--- src/rtl/fb_pkg.sv ---
// Shared types and default sizing for the frame-buffer pixel write path.
package fb_pkg;

    localparam int unsigned IMG_W_DEF  = 320;
    localparam int unsigned IMG_H_DEF  = 240;
    localparam int unsigned DATA_W_DEF = 8;
    localparam int unsigned ADDR_W_DEF = 17;

    localparam int unsigned COL_W_DEF  = $clog2(IMG_W_DEF);
    localparam int unsigned ROW_W_DEF  = $clog2(IMG_H_DEF);

    typedef enum logic [1:0] {
        IDLE  = 2'd0,
        ARMED = 2'd1,
        WRITE = 2'd2,
        DONE  = 2'd3
    } wr_state_e;

    // Counter width for a count of n positions, never narrower than one bit.
    function automatic int unsigned cnt_w(input int unsigned n);
        return (n > 1) ? $clog2(n) : 1;
    endfunction

endpackage

--- src/rtl/pix_pos_counter.sv ---
// Column/row position and linear frame offset of the next pixel to be written.
module pix_pos_counter
    import fb_pkg::*;
#(
    parameter int unsigned IMG_W  = IMG_W_DEF,
    parameter int unsigned IMG_H  = IMG_H_DEF,
    parameter int unsigned ADDR_W = ADDR_W_DEF
) (
    input  logic              clk,
    input  logic              rst_n,
    input  logic              clr_i,
    input  logic              adv_i,
    input  logic              eol_i,
    output logic [ADDR_W-1:0] offset_o,
    output logic              col_last_c_o,
    output logic              last_pixel_c_o
);

    localparam int unsigned COL_W = cnt_w(IMG_W);
    localparam int unsigned ROW_W = cnt_w(IMG_H);

    logic [COL_W-1:0]  col_q, col_d;
    logic [ROW_W-1:0]  row_q, row_d;
    logic [ADDR_W-1:0] offset_q, offset_d;
    logic [ADDR_W-1:0] line_base_q, line_base_d;
    logic              line_end_c;

    assign col_last_c_o   = (col_q == COL_W'(IMG_W - 1));
    assign line_end_c     = col_last_c_o || eol_i;
    assign last_pixel_c_o = (row_q == ROW_W'(IMG_H - 1)) && line_end_c;
    assign offset_o       = offset_q;

    // Clear with advance means the pixel at offset 0 is being consumed now.
    always_comb begin
        col_d       = col_q;
        row_d       = row_q;
        offset_d    = offset_q;
        line_base_d = line_base_q;
        if (clr_i) begin
            col_d       = adv_i ? COL_W'(1) : '0;
            row_d       = '0;
            offset_d    = adv_i ? ADDR_W'(1) : '0;
            line_base_d = '0;
        end else if (adv_i) begin
            if (line_end_c) begin
                col_d       = '0;
                row_d       = row_q + ROW_W'(1);
                line_base_d = line_base_q + ADDR_W'(IMG_W);
                offset_d    = line_base_q + ADDR_W'(IMG_W);
            end else begin
                col_d    = col_q + COL_W'(1);
                offset_d = offset_q + ADDR_W'(1);
            end
        end
    end

    always_ff @(posedge clk or negedge rst_n) begin
        if (!rst_n) begin
            col_q       <= '0;
            row_q       <= '0;
            offset_q    <= '0;
            line_base_q <= '0;
        end else begin
            col_q       <= col_d;
            row_q       <= row_d;
            offset_q    <= offset_d;
            line_base_q <= line_base_d;
        end
    end

endmodule

--- src/rtl/pixel_write_ctrl.sv ---
// Frame capture sequencer: arms on start, syncs to SOF and writes each accepted
// pixel to base_addr + linear offset, flagging line-length and SOF framing errors.
module pixel_write_ctrl
    import fb_pkg::*;
#(
    parameter int unsigned IMG_W  = IMG_W_DEF,
    parameter int unsigned IMG_H  = IMG_H_DEF,
    parameter int unsigned DATA_W = DATA_W_DEF,
    parameter int unsigned ADDR_W = ADDR_W_DEF
) (
    input  logic              clk,
    input  logic              rst_n,
    input  logic              start,
    input  logic [ADDR_W-1:0] base_addr,
    input  logic              pix_valid,
    input  logic [DATA_W-1:0] pix_data,
    input  logic              pix_sof,
    input  logic              pix_eol,
    output logic              pix_ready,
    input  logic              mem_ready,
    output logic              writepixel,
    output logic [ADDR_W-1:0] mem_addr,
    output logic [DATA_W-1:0] mem_wdata,
    output logic              busy,
    output logic              frame_done,
    output logic              err_line,
    output logic              err_frame
);

    wr_state_e         state_q, state_d;
    logic [ADDR_W-1:0] base_q, base_d;
    logic              err_line_q, err_line_d;
    logic              err_frame_q, err_frame_d;
    logic              wp_q;
    logic [ADDR_W-1:0] addr_q;
    logic [DATA_W-1:0] wdata_q;
    logic              busy_q;
    logic              done_q;

    logic              accept_c;
    logic              wr_en_c;
    logic              wr_sof_c;
    logic              cnt_clr_c;
    logic              cnt_adv_c;
    logic [ADDR_W-1:0] offset_c;
    logic [ADDR_W-1:0] wr_off_c;
    logic              col_last_c;
    logic              last_pixel_c;

    pix_pos_counter #(
        .IMG_W  (IMG_W),
        .IMG_H  (IMG_H),
        .ADDR_W (ADDR_W)
    ) u_pos (
        .clk            (clk),
        .rst_n          (rst_n),
        .clr_i          (cnt_clr_c),
        .adv_i          (cnt_adv_c),
        .eol_i          (pix_eol),
        .offset_o       (offset_c),
        .col_last_c_o   (col_last_c),
        .last_pixel_c_o (last_pixel_c)
    );

    // Ready is combinational so backpressure from the frame buffer stalls the stream at once.
    assign pix_ready = (state_q == ARMED) || ((state_q == WRITE) && mem_ready);
    assign accept_c  = pix_valid && pix_ready;
    assign wr_off_c  = wr_sof_c ? '0 : offset_c;

    always_comb begin
        state_d     = state_q;
        base_d      = base_q;
        err_line_d  = err_line_q;
        err_frame_d = err_frame_q;
        wr_en_c     = 1'b0;
        wr_sof_c    = 1'b0;
        cnt_clr_c   = 1'b0;
        cnt_adv_c   = 1'b0;
        case (state_q)
            IDLE: begin
                if (start) begin
                    base_d      = base_addr;
                    err_line_d  = 1'b0;
                    err_frame_d = 1'b0;
                    cnt_clr_c   = 1'b1;
                    state_d     = ARMED;
                end
            end
            ARMED: begin
                if (accept_c && pix_sof) begin
                    wr_en_c   = 1'b1;
                    wr_sof_c  = 1'b1;
                    cnt_clr_c = 1'b1;
                    cnt_adv_c = 1'b1;
                    state_d   = WRITE;
                end
            end
            WRITE: begin
                if (accept_c) begin
                    wr_en_c = 1'b1;
                    if (pix_sof) begin
                        // Resynchronise: this pixel becomes offset 0 of a fresh frame.
                        err_frame_d = 1'b1;
                        wr_sof_c    = 1'b1;
                        cnt_clr_c   = 1'b1;
                        cnt_adv_c   = 1'b1;
                    end else begin
                        cnt_adv_c = 1'b1;
                        if (pix_eol != col_last_c) begin
                            err_line_d = 1'b1;
                        end
                        if (last_pixel_c) begin
                            state_d = DONE;
                        end
                    end
                end
            end
            DONE: begin
                state_d = IDLE;
            end
            default: begin
                state_d = IDLE;
            end
        endcase
    end

    always_ff @(posedge clk or negedge rst_n) begin
        if (!rst_n) begin
            state_q     <= IDLE;
            base_q      <= '0;
            err_line_q  <= 1'b0;
            err_frame_q <= 1'b0;
            wp_q        <= 1'b0;
            addr_q      <= '0;
            wdata_q     <= '0;
            busy_q      <= 1'b0;
            done_q      <= 1'b0;
        end else begin
            state_q     <= state_d;
            base_q      <= base_d;
            err_line_q  <= err_line_d;
            err_frame_q <= err_frame_d;
            wp_q        <= wr_en_c;
            if (wr_en_c) begin
                addr_q  <= base_q + wr_off_c;
                wdata_q <= pix_data;
            end
            busy_q      <= (state_d == ARMED) || (state_d == WRITE);
            done_q      <= (state_d == DONE);
        end
    end

    assign writepixel = wp_q;
    assign mem_addr   = addr_q;
    assign mem_wdata  = wdata_q;
    assign busy       = busy_q;
    assign frame_done = done_q;
    assign err_line   = err_line_q;
    assign err_frame  = err_frame_q;

endmodule

--- config.mk ---
export PLATFORM = sky130hd
export DESIGN_NAME = pixel_write_ctrl
export DESIGN_NICKNAME = d
export VERILOG_FILES = /design/src/rtl/fb_pkg.sv /design/src/rtl/pix_pos_counter.sv /design/src/rtl/pixel_write_ctrl.sv
export SDC_FILE = /design/constraint.sdc
export NUM_CORES = 1
export LEC_CHECK = 0
export ABC_AREA = 0
export ABC_CLOCK_PERIOD_IN_PS = 4700
export CELL_PAD_IN_SITES_DETAIL_PLACEMENT = 1
export CELL_PAD_IN_SITES_GLOBAL_PLACEMENT = 1
export CORE_ASPECT_RATIO = 1.75
export CORE_MARGIN = 3
export CORE_UTILIZATION = 43
export DETAILED_ROUTE_END_ITERATION = 7
export GPL_ROUTABILITY_DRIVEN = 0
export PLACE_DENSITY_LB_ADDON = 0.1
export SYNTH_ARGS = -nofsm -noshare
export SYNTH_HDL_FRONTEND = slang
export SYNTH_SLANG_ARGS = --single-unit
--- constraint.sdc ---
create_clock -name clk -period 4.7 [get_ports clk]
set_clock_uncertainty 0.2 [all_clocks]
set_input_delay 0.94 -clock clk [delete_from_list [all_inputs] [get_ports clk]]
set_output_delay 0.94 -clock clk [all_outputs]
set_load 0.005 [all_outputs]
==> metrics.md <==
| Metric | Value |
|---|---|
| FP Rows | `53` |
| Post-synth EDFFs | `0` |
| Critical Path Fanout Max | `16` |
| Number of global-route vias before repair | `about 4,800` |
| Placed insts | `794` |
| Top FF cell, synth | `dfrtp_1` |
| Area contributors post-synth | `dfrtp_1, nand2_1, ha_1` |
| Top-level port count | `63` |
| Final WL | `13,700 um` |
| Final Cycle Share | `82.0%` |
| CTS tree | `built` |
| Final WS setup | `845 ps` |
| Worst slew pin tran | `933 ps` |
| Max-Cap Viols | `0` |
| VDD IR max | `around 180 uV` |
| Top-area cell type share of the netlist area | `44.4%` |
| Flop and latch count out of synthesis | `94` |
| Register area | `about 2400 um2` |
| Nets@finish | `700` |
| Sinks on Clock Net | `94` |
| Pre-CTS WS | `508 ps` |
| Post-Layout Cell Count | `810` |
| Syn-to-layout area delta | `21.4%` |
| Sequential cell area fraction in the yosys report | `between 40% and 50%` |
| Crit path kind | `primary input to flop` |
| TritonCTS Buffers | `9` |
| First-pass DRT Iterations | `4` |
| Core region area | `12,000 um2` |
| P_leak | `2.88 nW` |
| Clock Pin Slew Worst Setup and Hold Paths | `roughly 70 ps` |
| DRT iter0 DRCs | `114` |
| Root buffer cell | `clkbuf_16` |
| Overflow after GRT | `0` |
| Initial Util | `44.2%` |
| Crit path DAT | `3850 ps` |
| Die area | `13,700 um2` |
| Post-synthesis cell count | `579` |
| Unrepaired setup endpoints after global routing | `no` |
| Yosys Warn Count | `0` |
| Max Fclk | `between 200 and 300 MHz` |
| Run status | `completed` |
| Layout cells sized above 1 | `7.75%` |
| Hold Path Class | `flop to flop` |
| Post-CTS Resized | `0` |
| DR vias | `around 4,400` |
| Mapped Area | `5300 um2` |
| Via density | `5.46` |
| Slew headroom | `37.8%` |
| Largest net degree at the start of global routing | `71` |
| Post-CTS Setup Bufs | `0` |
| Hold_buf cts | `0` |
| Initial antenna violation count | `0` |
| Synth area leader | `dfrtp_1` |
| Post-synth net total | `639` |
| Number of diodes | `0` |
| Setup TNS | `0 ps` |
| Final antenna-violating net count | `0` |
| Final hold slack | `273 ps` |
| Die width | `89.9 um` |
| Max Slew Vio Count | `0` |
| Multi-input gate area | `between 2000 and 3000 um2` |
| Largest buffer count on any clock path | `2` |
| DP HPWL | `9860 um` |
| Synthesized area per cell | `~9 um2` |
| Fillers | `1,399` |
| Most frequent cells in the layout | `nand2_1, dfrtp_1, clkdlybuf4s50_1, a21oi_1, o21ai_0` |
| Die Span Y | `153 um` |
| Worst EP required | `between 4000 and 5000 ps` |
| Commonest non-fill, non-tap cell in the layout | `nand2_1` |
| Yosys cell types | `51` |
| First-pass GRT wire length | `23,200 um` |
| Startpoint Class | `primary input` |
| # setup viols final | `0` |
| Setup crit end kind | `flop` |
| Port bufs | `62` |
| PD cells | `313 nW/um2` |
| Final min period | `3860 ps` |
| Post-DR wirelength/cell | `16.9 um` |
| Final Hold Fails | `0` |
| Worst-Skew Late Latency | `340 ps` |
| GRT Overall Usage | `roughly a fifth` |
| H-tree levels | `3` |
| Remaining DRCs | `0` |
| Async set-reset flop share out of synthesis | `100%` |
-- through the flow --
step / cell area [um2] / utilization [%] / power [mW]
after floorplan: 5300 / - / 1.09
after global placement: 6120 / 51.0 / 1.23
after detailed placement: 6120 / 51.0 / 1.25
after CTS: 6430 / 53.6 / 2.04
after global routing: 6430 / 53.6 / 2.11
final: 6430 / 53.6 / 2.02
-- area by class of cell --
cell class | instances | area share [%]
clock inverters | 4 | 1.09
repair buffers | 71 | 10.7
multi-input cells | 453 | 44.0
well taps | 165 | 3.21
inverters | 11 | 0.642
clock buffers | 12 | 3.83
flip-flops and latches | 94 | 36.6
-- registers in the layout, summed over array words and instances, names as in the netlist --
register           cells
writepixel             1
mem_addr              17
busy                   1
frame_done             1
u_pos.col_q            9
state_q                2
u_pos.row_q            8
err_frame              1
u_pos.offset_o        17
err_line               1
mem_wdata              8
base_q                17
u_pos.line_base_q     11
-- layer usage --
metal,routed length (um),track usage (%),up-vias
met2,7540,40.2,54
met1,5570,22.4,2185
met4,295,7.16,0
met3,297,3.00,19
met5,0,0,-
li1,-,-,2167
-- cell families (layout without fill, tap and decap cells) --
group | count (synthesis) | after routing | synth area share [%]
simple gates | 222 | 222 | 19.9
compound gates | 145 | 145 | 16.3
flops | 94 | 94 | 44.4
xor+xnor | 39 | 39 | 6.44
buf+inv | 32 | 98 | 2.29
fa+ha+maj | 28 | 28 | 6.75
mux | 19 | 19 | 3.99
-- path summary, 6_finish.rpt --
path / from / endpoint / slack (ps) / depth (start not counted)
max: mem_ready / mem_addr[12] / 840 / 14
min: mem_wdata[3] / mem_wdata[3] / 270 / 2
max reg2reg: state_q[0] / mem_addr[12] / 1030 / 15
min reg2reg: mem_wdata[3] / mem_wdata[3] / 270 / 2
max in group asynchronous: rst_n / mem_addr[6] / 2870 / 2
min in group asynchronous: rst_n / mem_wdata[6] / 520 / 1
-- critical path: stages --
cell and delay [ps]:
clkdlybuf4s50_1 480, a21oi_1 100, inv_1 110, nand4_1 100, buf_4 190, and2_1 190, fa_1 440, a21o_1 200
a221oi_2 220, buf_4 180, nand4_1 90, a31oi_1 260, xor2_1 220, o21ai_0 110
-- cells in the mapped netlist (all sizes together) (2+ instances only) --
cell type	count
a21oi	53
mux2	17
a22oi	3
nor3	8
or4b	2
nor2	39
a221oi	4
a211o	2
dfrtp	94
nor2b	3
o21bai	2
a31oi	6
ha	27
o211ai	3
or3	13
nand2	96
and3	4
a21boi	3
inv	11
clkbuf	16
a21o	8
and4	2
o221ai	4
mux2i	2
o21ai	44
xor2	21
buf	5
o2111ai	4
xnor2	18
nor4	3
nand3	22
o21a	5
nand2b	2
nand4	8
and2	17
-- power by group --
group / internal [mW] / leakage (nW) / switching [mW]
clock: 0.480 / 0.157 / 0.305
combinational: 0.147 / 1.47 / 0.158
sequential: 0.868 / 1.25 / 0.0584
Power figures use the tool's default switching activity.
